File: config.mk
export PLATFORM = sky130hd
export DESIGN_NAME = pipe_hazard_ctrl
export DESIGN_NICKNAME = d
export VERILOG_FILES = /design/src/rtl/pipe_hazard_ctrl.sv
export SDC_FILE = /design/constraint.sdc
export NUM_CORES = 1
export LEC_CHECK = 0
export ABC_AREA = 1
export BUFFER_PORTS_ARGS = -buffer_cell sky130_fd_sc_hd__buf_2
export CAP_MARGIN = 40
export CORE_MARGIN = 2
export CORE_UTILIZATION = 43
export CTS_CLUSTER_DIAMETER = 50
export CTS_CLUSTER_SIZE = 20
export DETAILED_ROUTE_END_ITERATION = 8
export PLACE_DENSITY_LB_ADDON = 0.15
export SYNTH_ARGS = -nofsm -noshare
export SYNTH_HDL_FRONTEND = slang
export SYNTH_SLANG_ARGS = --single-unit
File: constraint.sdc
create_clock -name clk -period 6.5 [get_ports clk]
set_input_delay 1.3 -clock clk [delete_from_list [all_inputs] [get_ports clk]]
set_output_delay 1.3 -clock clk [all_outputs]
set_load 0.03 [all_outputs]
File: src/rtl/pipe_hazard_ctrl.sv
`default_nettype none
// ============================================================================
// Module      : pipe_hazard_ctrl
// Description : Central stall/flush sequencer for the 5-stage MangoMIPS32
//               pipeline. Resolves stall requests from IF/ID/EX/MEM, accepts
//               MEM-stage exception/ERET redirects (deferred while a data-bus
//               transaction is in flight), issues the PC redirect and a
//               mul/div cancel pulse, and counts stalled cycles.
// Revision    : 1.0 - initial release
// ============================================================================
module pipe_hazard_ctrl #(
    parameter int CNT_W = 32,
    parameter int NREG  = 5
) (
    input  logic             clk,
    input  logic             rst,
    input  logic             if_req,
    input  logic             id_req,
    input  logic             ex_req,
    input  logic             mem_req,
    input  logic             exc_req,
    input  logic [31:0]      exc_pc,
    output logic [NREG-1:0]  stall,
    output logic [NREG-1:0]  flush,
    output logic             redirect_valid,
    output logic [31:0]      redirect_pc,
    output logic             ex_cancel,
    output logic             exc_ack,
    output logic [CNT_W-1:0] stall_cnt
);

    // Bit order of stall/flush: 0 PC, 1 IF/ID, 2 ID/EX, 3 EX/MEM, 4 MEM/WB.
    // A request at stage k freezes everything upstream of and including the
    // k-th register boundary and inserts a bubble into the register after it.
    localparam logic [NREG-1:0] c_stall_mem = 5'b01111;
    localparam logic [NREG-1:0] c_flush_mem = 5'b10000;
    localparam logic [NREG-1:0] c_stall_ex  = 5'b00111;
    localparam logic [NREG-1:0] c_flush_ex  = 5'b01000;
    localparam logic [NREG-1:0] c_stall_id  = 5'b00011;
    localparam logic [NREG-1:0] c_flush_id  = 5'b00100;
    localparam logic [NREG-1:0] c_stall_if  = 5'b00001;
    localparam logic [NREG-1:0] c_flush_if  = 5'b00010;
    localparam logic [NREG-1:0] c_flush_all = {NREG{1'b1}};

    // RUN: normal hazard arbitration. EXC_WAIT: exception pending behind a
    // data-bus transaction that cannot be aborted. REDIRECT: single-cycle PC
    // load. The fourth encoding is never entered and falls back to RUN.
    typedef enum logic [1:0] {
        S_RUN      = 2'd0,
        S_EXC_WAIT = 2'd1,
        S_REDIRECT = 2'd2,
        S_UNUSED   = 2'd3
    } state_t;

    state_t           state_q;
    state_t           state_d;
    logic [31:0]      redirect_pc_q;
    logic [31:0]      redirect_pc_d;
    logic [CNT_W-1:0] stall_cnt_q;
    logic [CNT_W-1:0] stall_cnt_d;

    logic [NREG-1:0]  run_stall;
    logic [NREG-1:0]  run_flush;

    // Ordinary hazard pattern: the most downstream requester wins.
    always_comb begin
        run_stall = '0;
        run_flush = '0;
        if (mem_req) begin
            run_stall = c_stall_mem;
            run_flush = c_flush_mem;
        end else if (ex_req) begin
            run_stall = c_stall_ex;
            run_flush = c_flush_ex;
        end else if (id_req) begin
            run_stall = c_stall_id;
            run_flush = c_flush_id;
        end else if (if_req) begin
            run_stall = c_stall_if;
            run_flush = c_flush_if;
        end
    end

    // Next-state and output decode; exception acceptance kills every younger
    // instruction, so it overrides the ordinary hazard pattern entirely.
    always_comb begin
        state_d        = state_q;
        redirect_pc_d  = redirect_pc_q;
        stall          = '0;
        flush          = '0;
        ex_cancel      = 1'b0;
        exc_ack        = 1'b0;
        redirect_valid = 1'b0;

        case (state_q)
            S_RUN: begin
                if (exc_req && !mem_req) begin
                    flush         = c_flush_all;
                    ex_cancel     = 1'b1;
                    exc_ack       = 1'b1;
                    redirect_pc_d = exc_pc;
                    state_d       = S_REDIRECT;
                end else if (exc_req) begin
                    stall   = c_stall_mem;
                    flush   = c_flush_mem;
                    state_d = S_EXC_WAIT;
                end else begin
                    stall = run_stall;
                    flush = run_flush;
                end
            end

            S_EXC_WAIT: begin
                if (!exc_req) begin
                    // MEM withdrew its request: abandon it without an ack.
                    stall   = run_stall;
                    flush   = run_flush;
                    state_d = S_RUN;
                end else if (mem_req) begin
                    stall = c_stall_mem;
                    flush = c_flush_mem;
                end else begin
                    flush         = c_flush_all;
                    ex_cancel     = 1'b1;
                    exc_ack       = 1'b1;
                    redirect_pc_d = exc_pc;
                    state_d       = S_REDIRECT;
                end
            end

            S_REDIRECT: begin
                // All requests are ignored while the PC is being reloaded.
                redirect_valid = 1'b1;
                flush          = c_flush_all;
                state_d        = S_RUN;
            end

            default: begin
                state_d = S_RUN;
            end
        endcase
    end

    // Performance counter: counts only cycles where something is frozen.
    always_comb begin
        stall_cnt_d = stall_cnt_q;
        if (|stall) begin
            stall_cnt_d = stall_cnt_q + 1'b1;
        end
    end

    // State, latched redirect target and stall counter.
    always_ff @(posedge clk or posedge rst) begin
        if (rst) begin
            state_q       <= S_RUN;
            redirect_pc_q <= '0;
            stall_cnt_q   <= '0;
        end else begin
            state_q       <= state_d;
            redirect_pc_q <= redirect_pc_d;
            stall_cnt_q   <= stall_cnt_d;
        end
    end

    assign redirect_pc = redirect_pc_q;
    assign stall_cnt   = stall_cnt_q;

endmodule
`default_nettype wire

# Word-level counts from Yosys, hierarchy flattened
# Index checks and enable logic that the tools add are counted.
[classes]
n_addsub = 1
mux = 32
eq_ne = 7
reduce_logical = 7
[op_table]
columns = ["cell", "n"]
rows = [
  ["2-to-1 mux 32 bit", 3],
  ["one-hot mux 32 bit (2 select lines)", 1],
  ["2-to-1 mux 5 bit", 7],
  ["adder 32 x 1 -> 32 bit (second input constant)", 1],
  ["2-to-1 mux 4 bit", 4],
  ["one-hot mux 5 bit (3 select lines)", 1],
  ["2-to-1 mux 2 bit", 6],
  ["one-hot mux 5 bit (2 select lines)", 1],
  ["2-to-1 mux 3 bit", 2],
  ["inequality test 2 bit (second input constant)", 3],
  ["inequality test 3 bit (second input constant)", 2],
  ["2-to-1 mux 1 bit", 5],
  ["OR reduction 5 bit", 1],
  ["one-hot mux 2 bit (2 select lines)", 1],
  ["AND reduction 4 bit", 1],
  ["== test 2 x 1 -> 1 bit (second input constant)", 1],
  ["== test 2 bit (second input constant)", 1],
  ["logical NOT 2 bit", 1],
  ["one-hot mux 1 bit (2 select lines)", 1],
  ["AND reduction 2 bit", 1],
  ["nonzero test 2 bit", 1],
  ["logical AND 1 bit", 1],
  ["logical NOT 1 bit", 1],
]
[totals]
output_inout_bits = 77
inputBits = 39
reg_bits = 66

# Logic depth before layout (Yosys ltp)
[logic_depth]
ltp_word = 8
depth_mapped = 10

# Worst setup path before layout
# No wires, ideal clock.
[synth_timing]
kind = "input to output"
startpoint = "input mem_req"
endpoint = "output flush[2]"
t_arrival_ns = 2.404
path_buffers = 0
path_slack_ns = 2.796
path_stages = 1
path_cell_list = "o41ai_1"
[synth_via]
elab_chain_len = 4
word_cells_on_any_way = 8
classes_between = "mux: 6; reduce/logical: 2"
[synth_rtl]
columns = ["element", "line_no", "rtl"]
rows = [
  ["from (decl)", "20", "input logic mem_req,"],
  ["2-to-1 mux 5 bit / logical NOT 1 bit (equally long branches)", "69, 97", ""],
  ["2-to-1 mux 5 bit / logical AND 1 bit (equally long branches)", "103, 97", ""],
  ["2-to-1 mux 5 bit", "97", "if (exc_req && !mem_req) begin"],
  ["one-hot mux 5 bit (3 select lines) *", "95", "case (state_q)"],
  ["to (decl)", "24", "output logic [NREG-1:0] flush,"],
]
# Mark *: on every way between the ends. The rest lies on a longest branch, timed or not.

# Final worst setup path
# Ends and elaborated chain as after synthesis.

==> results.txt <==
----------------------------------------------------
[CTS]
  Post-CTS sizing ... 0
  H-tree depth reported by CTS ... 3
  CTS max path bufs ... 2
  Hold bufs inserted after CTS ... 0
  Clock insertion delay at the later pin of the skew report ... 0.34 ns
  Postcts setup bufs ... 0
  Clock tree root driver cell ... sky130_fd_sc_hd__clkbuf_8
  Num CTS Buffers ... 9
  Clock tree from TritonCTS ... yes
  Clock input transition at the sequential cells of the worst setup and hold paths ... 0.07 ns
  Number of sinks on the clock net ... 66

[Timing]
  Max-slew violation count ... 0
  Final-layout setup total negative slack ... 0 ns
  Unrepaired setup endpoints after global routing ... no
  Transition time at the pin with the least slew margin ... 0.845 ns
  Worst Clk Skew ... 0.00714 ns
  Period utilization ... 57.9%
  Final hold viol count ... 0
  Setup-violating endpoint count in the final report ... 0
  Final worst hold slack ... 0.469 ns
  Peak clock frequency supported by timing ... 0.266 GHz
  Relative slew slack ... 43.7%
  Final critical path time including I/O delays and setup ... 3.77 ns

[Synthesis]
  Synthesis warning total ... 0
  Part of the Yosys area used for sequential elements ... 50.1%
  Average cell area after synthesis ... 7.58 um2
  Number of enable-type register cells in the synthesized netlist ... 0
  Cell variety after synth ... 26
  Flip-flop cell with the highest count after synthesis ... sky130_fd_sc_hd__dfrtp_1
  Register bit count reported by yosys ... 66
  Top cells by instance count after synthesis ... sky130_fd_sc_hd__nand2_1 (187), sky130_fd_sc_hd__dfrtp_1 (66), sky130_fd_sc_hd__inv_1 (47)
  Top cell type's share of synthesized area ... 50.1%
  Cell accounting for the most synthesized area ... sky130_fd_sc_hd__dfrtp_1
  Leading post-synthesis cells by cell area ... sky130_fd_sc_hd__dfrtp_1 (50%), sky130_fd_sc_hd__nand2_1 (21%), sky130_fd_sc_hd__inv_1 (5.3%)
  Total nets after synthesis ... 475
  Fraction of registers with async set/reset ... 100%
  Synthesized cell area ... 3300 um2
  Syn Inst Count ... 435
  Count leader, synth ... sky130_fd_sc_hd__nand2_1

[Routing]
  Post-route DRC violation count ... 0
  DR WL met2 ... 3580 um
  Total via count after detailed routing ... 3063
  Iteration-0 DRC Markers ... 134
  Detailed-route wire length on metal 1 ... 3500 um
  Routed length per placed instance ... 11.7 um
  Detailed-route wire length ... 7670 um
  Pre-Repair DR Iteration Count ... 4
  Highest Signal Layer ... met4
  Detailed-route vias per instance ... 4.69
  Total met3 wirelength after detailed routing ... 468 um
  Antenna viol nets, final ... 0

[Global route]
  Via count of the first global-routing pass ... 2831
  Remaining Overflow, GRT ... 0
  Wire length of the first global-routing pass ... 13100 um
  Number of antenna violations at the first check in global routing ... 0
  Global routing usage summed across all routing layers ... 19.4%
  Largest net degree at the start of global routing ... 67

[Finish]
  Share of layout cells above drive strength 1 ... 26.5%
  Diodes inserted ... 0
  Area of the multi-input gates ... 1370 um2
  Layout overhead on the synthesized area ... 24.8%
  Filler instances ... 736
  Net count, final ... 590
  Area used by sequential logic in the layout ... 1650 um2

[Critical path]
  Required arrival time at the worst endpoint ... 5.20 ns
  CP Class ... in -> out
  Register-to-Register Path Depth ... 8
  Internal reg-to-reg setup slack ... 4.87 ns
  Destination of the worst register-to-register timing path ... stall_cnt[24]
  Reg-to-reg startpoint ... stall_cnt[0]
  Crit path DAT ... 2.47 ns
  Element type at the critical path end ... output port
  Peak fanout along the critical path ... 36
  Startpoint type of the worst setup path ... input pin

[Hold path]
  Hold Path Cell Cnt ... 2
  Launch point of the worst hold path ... redirect_pc[29]
  Endpoint, Worst Hold ... redirect_pc[29]
  Worst min path class ... reg -> reg

[Job]
  Maxcap violations ... 0

[Placement]
  DPL Wire Length ... 5570 um
  Count of input and output buffers ... 114
  Final GP Congestion ... 0.778

[Die]
  IO Pins ... 116
  Core box area ... 7330 um2
  Rows ... 31
  Chip Height ... 91.6 um
  Initial Util ... 45.0%
  Overall die width ... 91.6 um
  Die Outline Area ... 8390 um2

[Power and ir drop]
  Maximum vdd drop ... 0.114 mV
  Areal power density over the cells ... 282 nW/um2
  Leakage component of the power ... 2.31 nW

[Outcome]
  Run status ... finished clean

----------------------------------------------------
## where the power goes
group	switching (mW)	internal (mW)	total [mW]	leakage [nW]
clock network	0.169	0.176	0.345	0.0917
registers	0.0410	0.464	0.505	0.827
logic	0.221	0.0897	0.310	1.40
## how the worst max path moves through the flow
stage	start	endpoint	slack, ns
detailed placement	mem_req	flush[2]	2.72
finish	mem_req	flush[2]	2.73
global route	mem_req	flush[2]	2.63
floorplan	mem_req	flush[2]	2.80
global placement	mem_req	flush[2]	2.78
CTS	mem_req	flush[2]	2.71
## layout by cell type (no fill, tap or decap), types with 2 or more instances in the layout
master	instances
sky130_fd_sc_hd__nand3b_1	4
sky130_fd_sc_hd__xnor2_1	8
sky130_fd_sc_hd__nand2_1	187
sky130_fd_sc_hd__buf_2	114
sky130_fd_sc_hd__clkinvlp_4	2
sky130_fd_sc_hd__nor2_2	5
sky130_fd_sc_hd__nand3_1	28
sky130_fd_sc_hd__nor3_1	2
sky130_fd_sc_hd__dfrtp_1	66
sky130_fd_sc_hd__nand2_2	3
sky130_fd_sc_hd__clkbuf_8	9
sky130_fd_sc_hd__inv_2	5
sky130_fd_sc_hd__inv_1	46
sky130_fd_sc_hd__nor2_1	41
sky130_fd_sc_hd__buf_4	2
sky130_fd_sc_hd__xor2_1	6
sky130_fd_sc_hd__nand4_1	13
## per-layer routing
layer,up-vias,global-route usage (%)
li1,1560,-
met1,1401,25.5
met2,88,31.4
met3,14,4.48
met4,0,6.94
met5,-,0
## layout make-up
| type | count | area share [%] |
|---|---|---|
| sequential | 66 | 40.1 |
| inverter | 51 | 4.65 |
| timing repair buffer | 116 | 14.2 |
| clock buffer | 9 | 3.01 |
| clock inverter | 6 | 1.64 |
| multi-input combinational | 306 | 33.4 |
| tap | 99 | 3.01 |
## through the flow
stage	setup WS (ns)	total power [mW]	util, %	instances	instance area (um2)
floorplan	2.80	0.733	-	435	3300
global placement	2.78	0.821	53.6	638	3930
detailed placement	2.72	0.828	53.6	638	3930
CTS	2.71	1.17	56.2	653	4120
global route	2.63	1.23	56.2	653	4120
finish	2.73	1.16	56.2	653	4120
## flip-flops by register name, indices dropped and copies added (netlist names)
| register | count |
|---|---|
| stall_cnt | 32 |
| state_q | 2 |
| redirect_pc | 32 |
## worst max-delay path: stages
cell and delay [ns]:
sky130_fd_sc_hd__buf_2 0.14, sky130_fd_sc_hd__inv_2 0.05, sky130_fd_sc_hd__nand2_2 0.07, sky130_fd_sc_hd__nor2_2 0.08
sky130_fd_sc_hd__buf_4 0.34, sky130_fd_sc_hd__nor2_1 0.16, sky130_fd_sc_hd__o41ai_1 0.09, sky130_fd_sc_hd__buf_2 0.25
## cells by family after synthesis
group                      after synthesis  share of synthesized area, %
and+or+nand+nor                        286                          36.6
adders and majority gates                1                         0.379
buffers and inverters                   63                          8.30
AOI/OAI and AO/OA                        4                         0.796
xor gates and xnor gates                14                          3.72
DFF                                     66                          50.1
other                                    1                         0.114
No activity file was read; power rests on OpenSTA's default activity.
